$ cat src/rtl/bcd_ex3_pkg.sv
// Shared types and constants for the BCD to excess-3 sequencer.
// Optional BCD_CHECK_EN adds an invalid-digit flag.
package bcd_ex3_pkg;

  typedef enum logic [1:0] {
    IDLE,
    CONV,
    DONE
  } state_t;

  localparam logic [3:0] EX3_OFFSET = 4'd3;
  localparam logic [3:0] BCD_MAX    = 4'd9;

  function automatic logic [3:0] ex3_of(
    input logic [3:0] d
  );
    return d + EX3_OFFSET;
  endfunction

  function automatic logic bcd_bad(
    input logic [3:0] d
  );
    return d > BCD_MAX;
  endfunction

endpackage

$ cat src/rtl/bcd_ex3_seq_ctrl_if.sv
// Producer/consumer handshake bundle for bcd_ex3_seq_ctrl.
// err exists only when BCD_CHECK_EN is defined.
interface bcd_ex3_seq_ctrl_if #(
  parameter int NDIG = 4
);
  logic                in_valid;
  logic                in_ready;
  logic [4*NDIG-1:0]   in_bcd;
  logic                out_valid;
  logic                out_ready;
  logic [4*NDIG-1:0]   out_ex3;
  logic                busy;
`ifdef BCD_CHECK_EN
  logic                err;

  modport slave (
    input  in_valid,
    input  in_bcd,
    input  out_ready,
    output in_ready,
    output out_valid,
    output out_ex3,
    output busy,
    output err
  );

  modport master (
    output in_valid,
    output in_bcd,
    output out_ready,
    input  in_ready,
    input  out_valid,
    input  out_ex3,
    input  busy,
    input  err
  );
`else
  modport slave (
    input  in_valid,
    input  in_bcd,
    input  out_ready,
    output in_ready,
    output out_valid,
    output out_ex3,
    output busy
  );

  modport master (
    output in_valid,
    output in_bcd,
    output out_ready,
    input  in_ready,
    input  out_valid,
    input  out_ex3,
    input  busy
  );
`endif
endinterface

$ cat src/rtl/bcd_ex3_digit.sv
// Single-digit BCD to excess-3 converter (add 3, carry dropped).
import bcd_ex3_pkg::*;

module bcd_ex3_digit (
  input  logic [3:0] bcd,
  output logic [3:0] ex3
);

  assign ex3 = ex3_of(bcd);

endmodule

$ cat src/rtl/bcd_ex3_seq_ctrl.sv
// Multi-digit BCD to excess-3 sequencer, one digit per clock, LSD first.
// Define BCD_CHECK_EN to flag operand digits above 9 on err.
import bcd_ex3_pkg::*;

module bcd_ex3_seq_ctrl #(
  parameter int NDIG = 4
) (
  input  logic clk,
  input  logic rst_n,
  bcd_ex3_seq_ctrl_if.slave bus
);

  localparam int W  = 4 * NDIG;
  localparam int IW = (NDIG > 1) ? $clog2(NDIG) : 1;
  localparam logic [IW-1:0] LAST = IW'(NDIG - 1);

  state_t          state;
  logic [IW-1:0]   idx;
  logic [W-1:0]    operand;
  logic [W-1:0]    result;
  logic            out_valid_q;
  logic            in_ready_q;
  logic            busy_q;
  logic [3:0]      cur;
  logic [3:0]      ex3;

  always_comb begin
    cur = '0;
    for (int k = 0; k < NDIG; k++) begin
      if (idx == IW'(k)) cur = operand[4*k +: 4];
    end
  end

  bcd_ex3_digit u_digit (
    .bcd (cur),
    .ex3 (ex3)
  );

`ifdef BCD_CHECK_EN
  logic err_q;

  always_ff @(posedge clk or negedge rst_n) begin
    if (!rst_n) begin
      err_q <= 1'b0;
    end else begin
      unique case (state)
        IDLE: if (bus.in_valid) err_q <= 1'b0;
        CONV: if (bcd_bad(cur)) err_q <= 1'b1;
        DONE: if (bus.out_ready) err_q <= 1'b0;
        default: err_q <= 1'b0;
      endcase
    end
  end

  assign bus.err = err_q;
`endif

  always_ff @(posedge clk or negedge rst_n) begin
    if (!rst_n) begin
      state       <= IDLE;
      idx         <= '0;
      operand     <= '0;
      result      <= '0;
      out_valid_q <= 1'b0;
      in_ready_q  <= 1'b1;
      busy_q      <= 1'b0;
    end else begin
      unique case (state)
        IDLE: begin
          if (bus.in_valid) begin
            operand    <= bus.in_bcd;
            idx        <= '0;
            in_ready_q <= 1'b0;
            busy_q     <= 1'b1;
            state      <= CONV;
          end
        end
        CONV: begin
          for (int k = 0; k < NDIG; k++) begin
            if (idx == IW'(k)) result[4*k +: 4] <= ex3;
          end
          if (idx == LAST) begin
            idx         <= '0;
            out_valid_q <= 1'b1;
            state       <= DONE;
          end else begin
            idx <= idx + IW'(1);
          end
        end
        DONE: begin
          // result is frozen here; only the consumer can release it
          if (bus.out_ready) begin
            out_valid_q <= 1'b0;
            busy_q      <= 1'b0;
            in_ready_q  <= 1'b1;
            state       <= IDLE;
          end
        end
        default: begin
          state       <= IDLE;
          out_valid_q <= 1'b0;
          busy_q      <= 1'b0;
          in_ready_q  <= 1'b1;
        end
      endcase
    end
  end

  assign bus.in_ready  = in_ready_q;
  assign bus.out_valid = out_valid_q;
  assign bus.out_ex3   = result;
  assign bus.busy      = busy_q;

endmodule

$ cat src/flat_wrapper.sv
// flat-port wrapper written by rule: the top's interface ports become plain ports
module bcd_ex3_seq_ctrl_flat 
#(
  parameter int NDIG = 4
)
  (clk, rst_n, bus_in_valid, bus_in_bcd, bus_out_ready, bus_in_ready, bus_out_valid, bus_out_ex3, bus_busy);
  bcd_ex3_seq_ctrl_if #(.NDIG(NDIG)) bus_i ();
  input  logic clk;
  input  logic rst_n;
  input wire logic [$bits(bus_i.in_valid)-1:0] bus_in_valid;
  input wire logic [$bits(bus_i.in_bcd)-1:0] bus_in_bcd;
  input wire logic [$bits(bus_i.out_ready)-1:0] bus_out_ready;
  output wire logic [$bits(bus_i.in_ready)-1:0] bus_in_ready;
  output wire logic [$bits(bus_i.out_valid)-1:0] bus_out_valid;
  output wire logic [$bits(bus_i.out_ex3)-1:0] bus_out_ex3;
  output wire logic [$bits(bus_i.busy)-1:0] bus_busy;
  assign bus_i.in_valid = bus_in_valid;
  assign bus_i.in_bcd = bus_in_bcd;
  assign bus_i.out_ready = bus_out_ready;
  assign bus_in_ready = bus_i.in_ready;
  assign bus_out_valid = bus_i.out_valid;
  assign bus_out_ex3 = bus_i.out_ex3;
  assign bus_busy = bus_i.busy;
  bcd_ex3_seq_ctrl #(.NDIG(NDIG)) u_core (.clk(clk), .rst_n(rst_n), .bus(bus_i));
endmodule
$ cat config.mk
export PLATFORM = sky130hd
export DESIGN_NAME = bcd_ex3_seq_ctrl_flat
export DESIGN_NICKNAME = d
export VERILOG_FILES = /design/src/rtl/bcd_ex3_pkg.sv /design/src/rtl/bcd_ex3_seq_ctrl_if.sv /design/src/rtl/bcd_ex3_digit.sv /design/src/rtl/bcd_ex3_seq_ctrl.sv /design/src/flat_wrapper.sv
export SDC_FILE = /design/constraint.sdc
export NUM_CORES = 1
export LEC_CHECK = 0
export ABC_AREA = 1
export BUFFER_PORTS_ARGS = -buffer_cell sky130_fd_sc_hd__clkbuf_2
export CAP_MARGIN = 0
export CORE_MARGIN = 2
export CORE_UTILIZATION = 50
export CTS_CLUSTER_SIZE = 24
export DETAILED_ROUTE_END_ITERATION = 10
export PLACE_DENSITY = 0.75
export SLEW_MARGIN = 30
export SYNTH_ARGS = -nofsm -noshare
export SYNTH_HDL_FRONTEND = slang
export SYNTH_SLANG_ARGS = --single-unit
export TNS_END_PERCENT = 20
$ cat constraint.sdc
create_clock -name clk -period 2.7 [get_ports clk]
set_input_delay 0.405 -clock clk [delete_from_list [all_inputs] [get_ports clk]]
set_output_delay 0.405 -clock clk [all_outputs]
set_load 0.05 [all_outputs]
== After elaboration in Yosys (flattened, before gate mapping) ==
Cells that the tools add are included.

* Register bits after elaboration: 39
* Output and inout port bits: 19
* Input port bits: 20

* Equality and inequality tests: 8
* Add/sub/neg operators: 2
* Bitwise logic cells: 2
* Muxes and demuxes: 19
* Reductions and logical operators: 12

{| class="wikitable"
|+ Operators with widths
! operator !! number
|-
| $mux 4 || 4
|-
| $reduce_and 2->1 || 6
|-
| $mux 2 || 5
|-
| $pmux 1 s3 || 3
|-
| $reduce_and 3->1 || 3
|-
| $eq 2x2->1 const B || 3
|-
| $pmux 2 s3 || 1
|-
| $mux 1 || 5
|-
| $add 4x2->4 const B || 1
|-
| $eq 2x1->1 const B || 2
|-
| $logic_not 2->1 || 2
|-
| $ne 2x2->1 const B || 2
|-
| $pmux 2 s2 || 1
|-
| $add 2x1->2 const B || 1
|-
| $ne 2x1->1 const B || 1
|-
| $not 1->1 || 2
|-
| $reduce_bool 2->1 || 1
|}

== Longest topological paths before layout ==
Gate-level depths: netlist of run 1.

* Depth after elaboration: 6
* Depth in mapped cells: 12
* Mapped depth without buffers: 11

== Modules after synthesis ==
A second synthesis of run 1 with hierarchy kept.

* Cell total of the unflattened synthesis: 209
* Area, all modules: 1781.7 µm²

{| class="wikitable"
|+ Modules (own cells, without submodules)
! module !! cells an instance !! area an instance (µm²) !! instances
|-
| bcd_ex3_seq_ctrl || 198 || 1724.2 || 1
|-
| bcd_ex3_digit || 11 || 57.6 || 1
|}

== Worst setup path after synthesis of run 1 ==
Ideal clock, no wire load.

* Path type: flip-flop to flip-flop
* Start point: register u_core.idx[0]
* End point: register u_core.result[10] (netlist: u_core.bus.out_ex3[10])
* Library setup time: 0.066 ns
* Path slack: 1.065 ns
* Arrival time: 1.569 ns
* Clock period less this slack: 1.635 ns
* Stages on the path, launching flop included: 12
* Cells stage by stage: dfrtp_1 inv_1 ha_1 buf_6 inv_2 nor2_1 nor2_2 a21boi_4 ha_1 xnor2_2 nand2_1 nand2_1

* Longest elaborated chain between the ends: 6
* Elaborated cells between the ends (all ways): 10
* Those cells by class: add/sub (1); eq/ne (3); mux (4); reduce/logical (2)

{| class="wikitable"
|+ RTL lines
! element !! line !! RTL
|-
| start, declared || bcd_ex3_seq_ctrl.sv:18 || <nowiki>logic [IW-1:0] idx;</nowiki>
|-
| start signal, assigned || bcd_ex3_seq_ctrl.sv:87 || <nowiki>idx <= idx + IW'(1);</nowiki>
|-
| $logic_not 2->1 || bcd_ex3_seq_ctrl.sv:30 || <nowiki>if (idx == IW'(k)) cur = operand[4*k +: 4];</nowiki>
|-
| $mux 4 (4 in a row) || bcd_ex3_seq_ctrl.sv:30 ||
|-
| $add 4x2->4 || bcd_ex3_pkg.sv:17 || <nowiki>return d + EX3_OFFSET;</nowiki>
|-
| end signal, assigned || bcd_ex3_seq_ctrl.sv:63 || <nowiki>result <= '0;</nowiki>
|-
| end signal, assigned by index || bcd_ex3_seq_ctrl.sv:80 || <nowiki>if (idx == IW'(k)) result[4*k +: 4] <= ex3;</nowiki>
|-
| end, declared || bcd_ex3_seq_ctrl.sv:20 || <nowiki>logic [W-1:0] result;</nowiki>
|}

Several ways; a longest one is shown, not always the timed one.
A chain may end at the register's enable or synchronous reset.

== Worst setup path after layout of run 1 ==
* Start point: register u_core.idx[0]
* End point: register u_core.result[1] (netlist: u_core.bus.out_ex3[1])

* Longest elaborated chain between the ends: 6
* Elaborated cells between the ends (all ways): 10
* Those cells by class: add/sub (1); eq/ne (3); mux (4); reduce/logical (2)

{| class="wikitable"
|+ RTL lines
! element !! line
|-
| $logic_not 2->1 || bcd_ex3_seq_ctrl.sv:30, bcd_ex3_seq_ctrl.sv:80
|-
| $mux 4 (4 in a row) || bcd_ex3_seq_ctrl.sv:30
|-
| $add 4x2->4 || bcd_ex3_pkg.sv:17
|}

Several ways; a longest one is shown, not always the timed one.

==> flow_metrics.env, run 1 <==
export IMPL_postCtsSetupBuffers=0
export IMPL_vias=1372
export IMPL_htreeDepth=2
export IMPL_cts_root_buf="clkbuf_4"
export IMPL_hold_class="in2async"
export IMPL_fin_skew_ns=0.01008
export IMPL_async_reset_ff_share_pct=100.0
export IMPL_port_buffers=38
export IMPL_yosysSeqAreaShare_pct=54.73
export IMPL_max_clock_path_buffers=2
export IMPL_grt_overflow_total=0
export IMPL_drt_pre_antenna_iters=4
export IMPL_drv_cap=0
export IMPL_fill_cells=315
export IMPL_grt_max_degree=40
export IMPL_grt_usage_pct=17.71
export IMPL_ios=39
export IMPL_worstMarginPinSlew_ns=0.8229
export IMPL_cts_resized=0
export IMPL_hold_viol_final=0
export IMPL_clock_latency_ns=0.34
export IMPL_fp_dieW_microns=63.76
export IMPL_max_stage_delay_ns=0.44
export IMPL_synth_edf_count=0
export IMPL_gp_congestion=0.7778
export IMPL_path_buf_inv=2
export IMPL_avgSynthCellArea_sq_um=8.667
export IMPL_core_area_sq_um=3390
export IMPL_wirelength_microns=3127
export IMPL_ant_nets=0
export IMPL_drt_wirelength_per_cell_microns=10.64
export IMPL_drv_slew=0
export IMPL_fin_setup_tns_ns=0
export IMPL_cts_sinks=39
export IMPL_ys_seq_elements=39
export IMPL_cp_end_kind="register"
export IMPL_layout_nets=272
export IMPL_cpMostUsedCell="ha_1"
export IMPL_synth_ff_type="dfrtp_1"
export IMPL_start_util_pct=52.68
export IMPL_syn_inst=206
export IMPL_finalCritPeriodShare_pct=67.61
export IMPL_status="completed"
export IMPL_cts_tree="done"
export IMPL_netlist_area_sq_um=1785
export IMPL_grt_pass1_wl_microns=5561
export IMPL_rsz0062_at_grt="no"
export IMPL_slowest_stage="dfrtp_1"
export IMPL_synth_nets=231
export IMPL_slew_headroom_pct=45.14
export IMPL_critical_path_top_delay_family="adder cells"
export IMPL_path_class="reg2reg"
export IMPL_via_per_inst=4.667
export IMPL_cp_cell_sequence="inv_1 -> ha_1 -> inv_2 -> nor2_1 -> nor2_2 -> a21boi_4 -> ha_1 -> o21ai_0"
export IMPL_period_needed_ns=1.825
export IMPL_cts_buffers=5
export IMPL_placementRows=21
export IMPL_n_antenna_cell=0
export IMPL_antenna_found_initial=0
export IMPL_die_area_sq_um=4065
export IMPL_stdcell_count=294
export IMPL_drive_gt1_share_pct=25.00
export IMPL_cp_data_arrival_time_ns=2.09
export IMPL_syn2layout_area_growth_pct=15.00
export IMPL_dieHeight_microns=63.76
export IMPL_synth_warnings=0
export IMPL_setup_viol=0
export IMPL_max_freq_mhz=547.8
export IMPL_grt_pass1_vias=1270
export IMPL_clk_pin_slew_ns=0.10
export IMPL_dpl_cell_count=286
export IMPL_synth_cell_type_count=24
export IMPL_finalCoreUtilization_pct=60.58
export IMPL_drc=0
export IMPL_crit_fanout=8
export IMPL_cp_data_required_time_ns=2.96
export IMPL_worst_setup_path_start_kind="register"
export IMPL_dp_hpwl_microns=2352
export IMPL_postCtsHoldBufs=0
export IMPL_drt_iter0_drc=51
## flip-flops by register name (all words and copies together), names as in the netlist
name and count:
u_core.bus.out_valid 1, u_core.bus.in_ready 1, u_core.operand 16, u_core.bus.busy 1
u_core.bus.out_ex3 16, u_core.state 2, u_core.idx 2
## routing by layer
| layer | GRT usage, % | part of all wire, % |
|---|---|---|
| met1 | 23.24 | 47 |
| met2 | 27.50 | 46 |
| met3 | 5.810 | 4.9 |
| met4 | 6.522 | 1.5 |
| met5 | 0 | 0 |
## area by class of cell
| cell class | count | area (sq um) | share of cell area [%] |
|---|---|---|---|
| Clock buffer | 7 | 45.04 | 2.194 |
| Clock inverter | 1 | 5.005 | 0.2438 |
| Tap cell | 46 | 57.56 | 2.803 |
| Inverter | 19 | 73.82 | 3.595 |
| Timing Repair Buffer | 39 | 197.7 | 9.628 |
| Sequential cell | 39 | 977.2 | 47.59 |
| Multi-Input combinational cell | 143 | 696.9 | 33.94 |
## synth_stat cells, types with 2 or more instances
master    n  share of area [%]
a21oi_1   7                2.0
nand3_2   2                1.1
nand2_2   3                1.1
o21ai_0   5                1.4
ha_1      5                3.5
nand2_1  87                 18
nor2_2    2               0.70
buf_2     3               0.84
inv_2     3               0.63
o21ai_1   9                2.5
inv_1    15                3.2
dfrtp_1  38                 53
buf_6     2                1.3
nand3_1   7                2.0
nor2_1    9                1.9
## path summary, 6_finish.rpt
| check | endpoint | depth (start not counted) | slack (ns) | from |
|---|---|---|---|---|
| worst max-delay path | u_core.bus.out_ex3[1] | 8 | 0.87 | u_core.idx[0] |
| worst min-delay path | u_core.bus.out_ex3[15] | 1 | 0.15 | rst_n |
| worst max register to register | u_core.bus.out_ex3[1] | 8 | 0.87 | u_core.idx[0] |
| worst min register to register | u_core.operand[3] | 2 | 0.49 | u_core.operand[3] |
| max in group asynchronous | u_core.operand[6] | 1 | 2.03 | rst_n |
| min in group clk | u_core.operand[13] | 3 | 0.25 | bus_in_bcd[13] |
## placed cells by master (no fill, tap or decap), types with 7 or more instances in the layout
master / netlist / final
o21ai_1: 9 / 9
nand2_1: 87 / 87
inv_1: 15 / 15
nor2_1: 9 / 9
nand3_1: 7 / 7
dfrtp_1: 38 / 38
a21oi_1: 7 / 7
clkbuf_2: 0 / 37
## kinds of logic after synthesis
kind of cell | after synthesis | share of synthesized area, %
simple gates | 112 | 26.28
fa+ha+maj | 5 | 3.504
compound gates | 25 | 8.339
buf+inv | 24 | 6.236
flops | 39 | 54.73
xor+xnor | 1 | 0.9112
## through the flow
step | cell area (sq um) | setup WS, ns | hold slack (ns)
after CTS | 2053 | 0.8482 | 0.1953
after global placement | 2003 | 0.9681 | 0.4648
after global routing | 2053 | 0.6331 | 0.1901
after floorplan | 1785 | 1.065 | 0.1094
final | 2053 | 0.8745 | 0.1479
after detailed placement | 2003 | 0.8887 | 0.4671
Power of run 1 is left out: the tool's default activity adds up to more than one toggle a clock period on the data nets, which glitch-free logic cannot reach.
==> inputs of run 2 (changes only) <==
==> constraint.sdc (replaced) <==
create_clock -name clk -period 1.85 [get_ports clk]
set_input_delay 0.2775 -clock clk [delete_from_list [all_inputs] [get_ports clk]]
set_output_delay 0.2775 -clock clk [all_outputs]
set_load 0.05 [all_outputs]
==> flow_metrics.env, run 2 (synthesis gave the netlist of run 1 again) <==
export IMPL_status="completed"
export IMPL_cpMostUsedCell="inv_2"
export IMPL_worst_setup_path_start_kind="register"
export IMPL_r2r_start="u_core.idx[0]"
export IMPL_gp_congestion=0.8139
export IMPL_slowest_stage="dfrtp_2"
export IMPL_dieHeight_microns=63.76
export IMPL_period_needed_ns=1.726
export IMPL_start_util_pct=52.68
export IMPL_slew_headroom_pct=65.62
export IMPL_cts_sinks=39
export IMPL_htreeDepth=2
export IMPL_n_antenna_cell=0
export IMPL_drv_slew=0
export IMPL_finalCritPeriodShare_pct=93.32
export IMPL_dp_hpwl_microns=2603
export IMPL_grt_usage_pct=19.45
export IMPL_drt_pre_antenna_iters=4
export IMPL_syn2layout_area_growth_pct=21.23
export IMPL_holdWs_ns=0.1116
export IMPL_cts_tree="done"
export IMPL_cp_data_required_time_ns=2.13
export IMPL_fp_dieW_microns=63.76
export IMPL_port_buffers=38
export IMPL_fin_skew_ns=0.02214
export IMPL_startpoint="u_core.idx[0]"
export IMPL_drv_cap=0
export IMPL_antenna_found_initial=0
export IMPL_grt_pass1_wl_microns=5982
export IMPL_grt_pass1_vias=1366
export IMPL_max_freq_mhz=579.2
export IMPL_fill_cells=319
export IMPL_final_common_cell="nand2_1"
export IMPL_placementRows=21
export IMPL_max_clock_path_buffers=2
export IMPL_hold_viol_final=0
export IMPL_via_per_inst=4.842
export IMPL_critical_path_top_delay_family="adder cells"
export IMPL_cp_end_kind="register"
export IMPL_path_class="reg2reg"
export IMPL_worstMarginPinSlew_ns=0.5157
export IMPL_layout_nets=276
export IMPL_layout_common_cells="nand2_1, clkbuf_2, dfrtp_1, inv_1"
export IMPL_ios=39
export IMPL_ant_nets=0
export IMPL_cp_cell_sequence="inv_2 -> ha_4 -> inv_2 -> nor2_1 -> nor2_2 -> a21boi_4 -> ha_1 -> o21ai_0"
export IMPL_crit_fanout=8
export IMPL_drc=0
export IMPL_cp_data_arrival_time_ns=2.01
export IMPL_worstHoldStart="bus_in_bcd[14]"
export IMPL_finalCoreUtilization_pct=63.86
export IMPL_cts_buffers=5
export IMPL_vias=1443
export IMPL_path_buf_inv=2
export IMPL_drt_iter0_drc=108
export IMPL_drt_wirelength_per_cell_microns=11.64
export IMPL_core_area_sq_um=3390
export IMPL_cts_root_buf="clkbuf_4"
export IMPL_hold_class="in2reg"
export IMPL_wirelength_microns=3470
export IMPL_clock_latency_ns=0.36
export IMPL_drive_gt1_share_pct=29.37
export IMPL_grt_overflow_total=0
export IMPL_grt_max_degree=23
export IMPL_max_stage_delay_ns=0.47
export IMPL_setup_viol=0
export IMPL_clk_pin_slew_ns=0.12
export IMPL_die_area_sq_um=4065
## run 2: cell count changes in the layout (fill, tap and decap cells not counted), moves of 2 or more
cell | before | now
buf_4 | 1 | 4
dfrtp_1 | 38 | 36
dfrtp_2 | 0 | 2
ha_1 | 5 | 1
ha_4 | 0 | 3
inv_1 | 15 | 13
inv_2 | 3 | 5
## run 2: path summary, 6_finish.rpt
check | end | slack [ns] | depth (start not counted)
hold reg to reg | u_core.operand[2] | 0.49 | 2
min in group asynchronous | u_core.bus.out_ex3[12] | 0.40 | 2
setup / recovery | u_core.bus.out_ex3[13] | 0.12 | 8
setup reg to reg | u_core.bus.out_ex3[13] | 0.12 | 8
max in group asynchronous | u_core.idx[0] | 0.82 | 3
hold / removal | u_core.operand[14] | 0.11 | 3
## run 2: worst min-delay path: stages
cell      delay, ns
clkbuf_2       0.07
nand2_1        0.04
nand2_1        0.04
## run 2: what timing repair did
item                                   4_1_cts  5_1_grt
endpoints found under the hold margin       20        0
buffers inserted                             0        0
resized for setup                            0       13
setup endpoints to repair                    0       10
hold buffers                                 1        0
## run 2: area by class of cell
type | instances | area, sq um | share of cell area (%)
Sequential cell | 39 | 979.7 | 45.26
Multi-Input combinational cell | 143 | 748.2 | 34.57
Timing Repair Buffer | 43 | 230.2 | 10.64
Inverter | 19 | 73.82 | 3.410
Tap cell | 46 | 57.56 | 2.659
Clock buffer | 7 | 45.04 | 2.081
Clock inverter | 1 | 30.03 | 1.387
## run 2: metrics by stage
stage	setup TNS, ns	worst slack [ns]	area, sq um	std cells
6_report	0	0.1236	2165	298
5_1_grt	-0.02172	-0.01121	2165	298
4_1_cts	0	0.03750	2111	298
3_5_place_dp	0	0.05560	2026	289
3_3_place_gp	0	0.1272	2026	289
2_1_floorplan	0	0.2154	1785	206
## run 2: routing by layer
metal / vias to the layer above / share of wire, % / track usage (%)
met4: 0 / 2.3 / 8.967
met5: - / 0 / 0
met2: 40 / 47 / 30.79
met3: 9 / 4.7 / 4.754
li1: 726 / - / -
met1: 668 / 46 / 25.32
Power of run 2 is left out for the same reason.
==> inputs of run 3 (changes only) <==
--- a/config.mk
+++ b/config.mk
@@ -7,12 +7,12 @@
 export LEC_CHECK = 0
 export ABC_AREA = 1
 export BUFFER_PORTS_ARGS = -buffer_cell sky130_fd_sc_hd__clkbuf_2
-export CAP_MARGIN = 0
 export CORE_MARGIN = 2
 export CORE_UTILIZATION = 50
 export CTS_CLUSTER_SIZE = 24
 export DETAILED_ROUTE_END_ITERATION = 10
 export PLACE_DENSITY = 0.75
+export REMOVE_ABC_BUFFERS = 1
 export SLEW_MARGIN = 30
 export SYNTH_ARGS = -nofsm -noshare
 export SYNTH_HDL_FRONTEND = slang
==> flow_metrics.env, run 3 (synthesis gave the netlist of run 1 again) <==
export IMPL_drc=0
export IMPL_worst_setup_path_start_kind="register"
export IMPL_fill_cells=304
export IMPL_htreeDepth=2
export IMPL_antenna_found_initial=0
export IMPL_drt_pre_antenna_iters=4
export IMPL_hold_class="in2reg"
export IMPL_grt_pass1_vias=1389
export IMPL_cp_data_required_time_ns=2.11
export IMPL_cp_data_arrival_time_ns=2.06
export IMPL_setup_viol=0
export IMPL_cts_tree="done"
export IMPL_grt_max_degree=21
export IMPL_grt_overflow_total=0
export IMPL_startpoint="u_core.idx[0]"
export IMPL_cp_endpoint="u_core.bus.out_ex3[1]"
export IMPL_die_area_sq_um=4065
export IMPL_dp_hpwl_microns=2597
export IMPL_syn2layout_area_growth_pct=22.21
export IMPL_period_needed_ns=1.803
export IMPL_fp_dieW_microns=63.76
export IMPL_grt_usage_pct=19.20
export IMPL_reg2reg_slack_ns=0.05
export IMPL_cts_sinks=39
export IMPL_hold_viol_final=0
export IMPL_placed_cell_area_sq_um=2038
export IMPL_fin_skew_ns=0.009658
export IMPL_crit_fanout=8
export IMPL_dieHeight_microns=63.76
export IMPL_drt_wirelength_per_cell_microns=11.61
export IMPL_cts_buffers=5
export IMPL_clock_latency_ns=0.34
export IMPL_max_clock_path_buffers=2
export IMPL_worstMarginPinSlew_ns=0.5335
export IMPL_vias=1420
export IMPL_start_util_pct=52.68
export IMPL_clk_pin_slew_ns=0.11
export IMPL_final_common_cell="nand2_1"
export IMPL_layout_common_cells="nand2_1, clkbuf_2, dfrtp_1, inv_1"
export IMPL_drt_iter0_drc=110
export IMPL_drv_slew=0
export IMPL_rr_endpoint="u_core.bus.out_ex3[1]"
export IMPL_finalCritPeriodShare_pct=97.45
export IMPL_path_class="reg2reg"
export IMPL_slew_headroom_pct=64.43
export IMPL_hold_depth=3
export IMPL_layout_nets=278
export IMPL_ff2ff_path_depth=8
export IMPL_max_freq_mhz=554.7
export IMPL_status="completed"
export IMPL_r2r_start="u_core.idx[0]"
export IMPL_design_area_sq_um=2182
export IMPL_n_antenna_cell=0
export IMPL_placementRows=21
export IMPL_ant_nets=0
export IMPL_via_per_inst=4.733
export IMPL_cts_root_buf="clkbuf_4"
export IMPL_core_area_sq_um=3390
export IMPL_cp_end_kind="register"
export IMPL_drive_gt1_share_pct=29.53
export IMPL_gp_congestion=0.8482
export IMPL_ios=39
export IMPL_drv_cap=0
export IMPL_grt_pass1_wl_microns=6037
export IMPL_wirelength_microns=3484
export IMPL_port_buffers=38
==> run 3: critical path, cell delays in order (launching register included) <==
cell,delay [ns]
dfrtp_2,0.47
inv_1,0.16
ha_4,0.21
inv_2,0.05
nor2_1,0.11
nor2_2,0.06
a21boi_4,0.17
ha_2,0.32
o21ai_0,0.19
==> run 3: worst min-delay path by stage <==
stage,from,endpoint,slack [ns]
after floorplan,rst_n,u_core.bus.busy,-0.02
after global placement,rst_n,u_core.bus.out_ex3[9],0.27
after detailed placement,rst_n,u_core.bus.out_ex3[9],0.27
after CTS,bus_in_bcd[0],u_core.operand[0],0.12
after global routing,bus_in_bcd[7],u_core.operand[7],0.12
final,bus_in_bcd[1],u_core.operand[1],0.12
==> run 3: routing by layer <==
layer / global-route usage, % / wire [microns] / vias to the layer above
li1: - / - / 729
met1: 24.68 / 1588 / 649
met2: 32.24 / 1694 / 34
met3: 4.225 / 150 / 8
met4: 6.522 / 51 / 0
met5: 0 / 0 / -
==> run 3: cell type report <==
class	instances	area, sq um	area share [%]
Clock buffer	6	51.30	2.351
Clock inverter	2	35.03	1.606
Inverter	19	73.82	3.383
Multi-Input combinational cell	143	726.9	33.31
Sequential cell	39	979.7	44.90
Tap cell	46	57.56	2.638
Timing Repair Buffer	45	257.7	11.81
==> run 3: stage by stage <==
stage | utilization [%] | setup slack, ns | cells | setup TNS, ns | hold WS [ns]
floorplan | - | 0.2099 | 201 | 0 | -0.01809
global placement | 60.13 | 0.1212 | 289 | 0 | 0.2715
detailed placement | 60.13 | -0.01379 | 289 | -0.01379 | 0.2721
CTS | 63.05 | 0.02551 | 298 | 0 | 0.1190
global route | 64.38 | -0.04788 | 300 | -0.1847 | 0.1246
finish | 64.38 | 0.04721 | 300 | 0 | 0.1222
==> run 3: timing repair <==
action	in CTS	in global routing
setup endpoints to repair	3	8
resized for setup	1	7
buffers inserted	0	2
hold endpoints to repair	18	0
pin swaps	0	1
hold buffers	1	0
cloned	0	0
Power of run 3 is left out for the same reason.
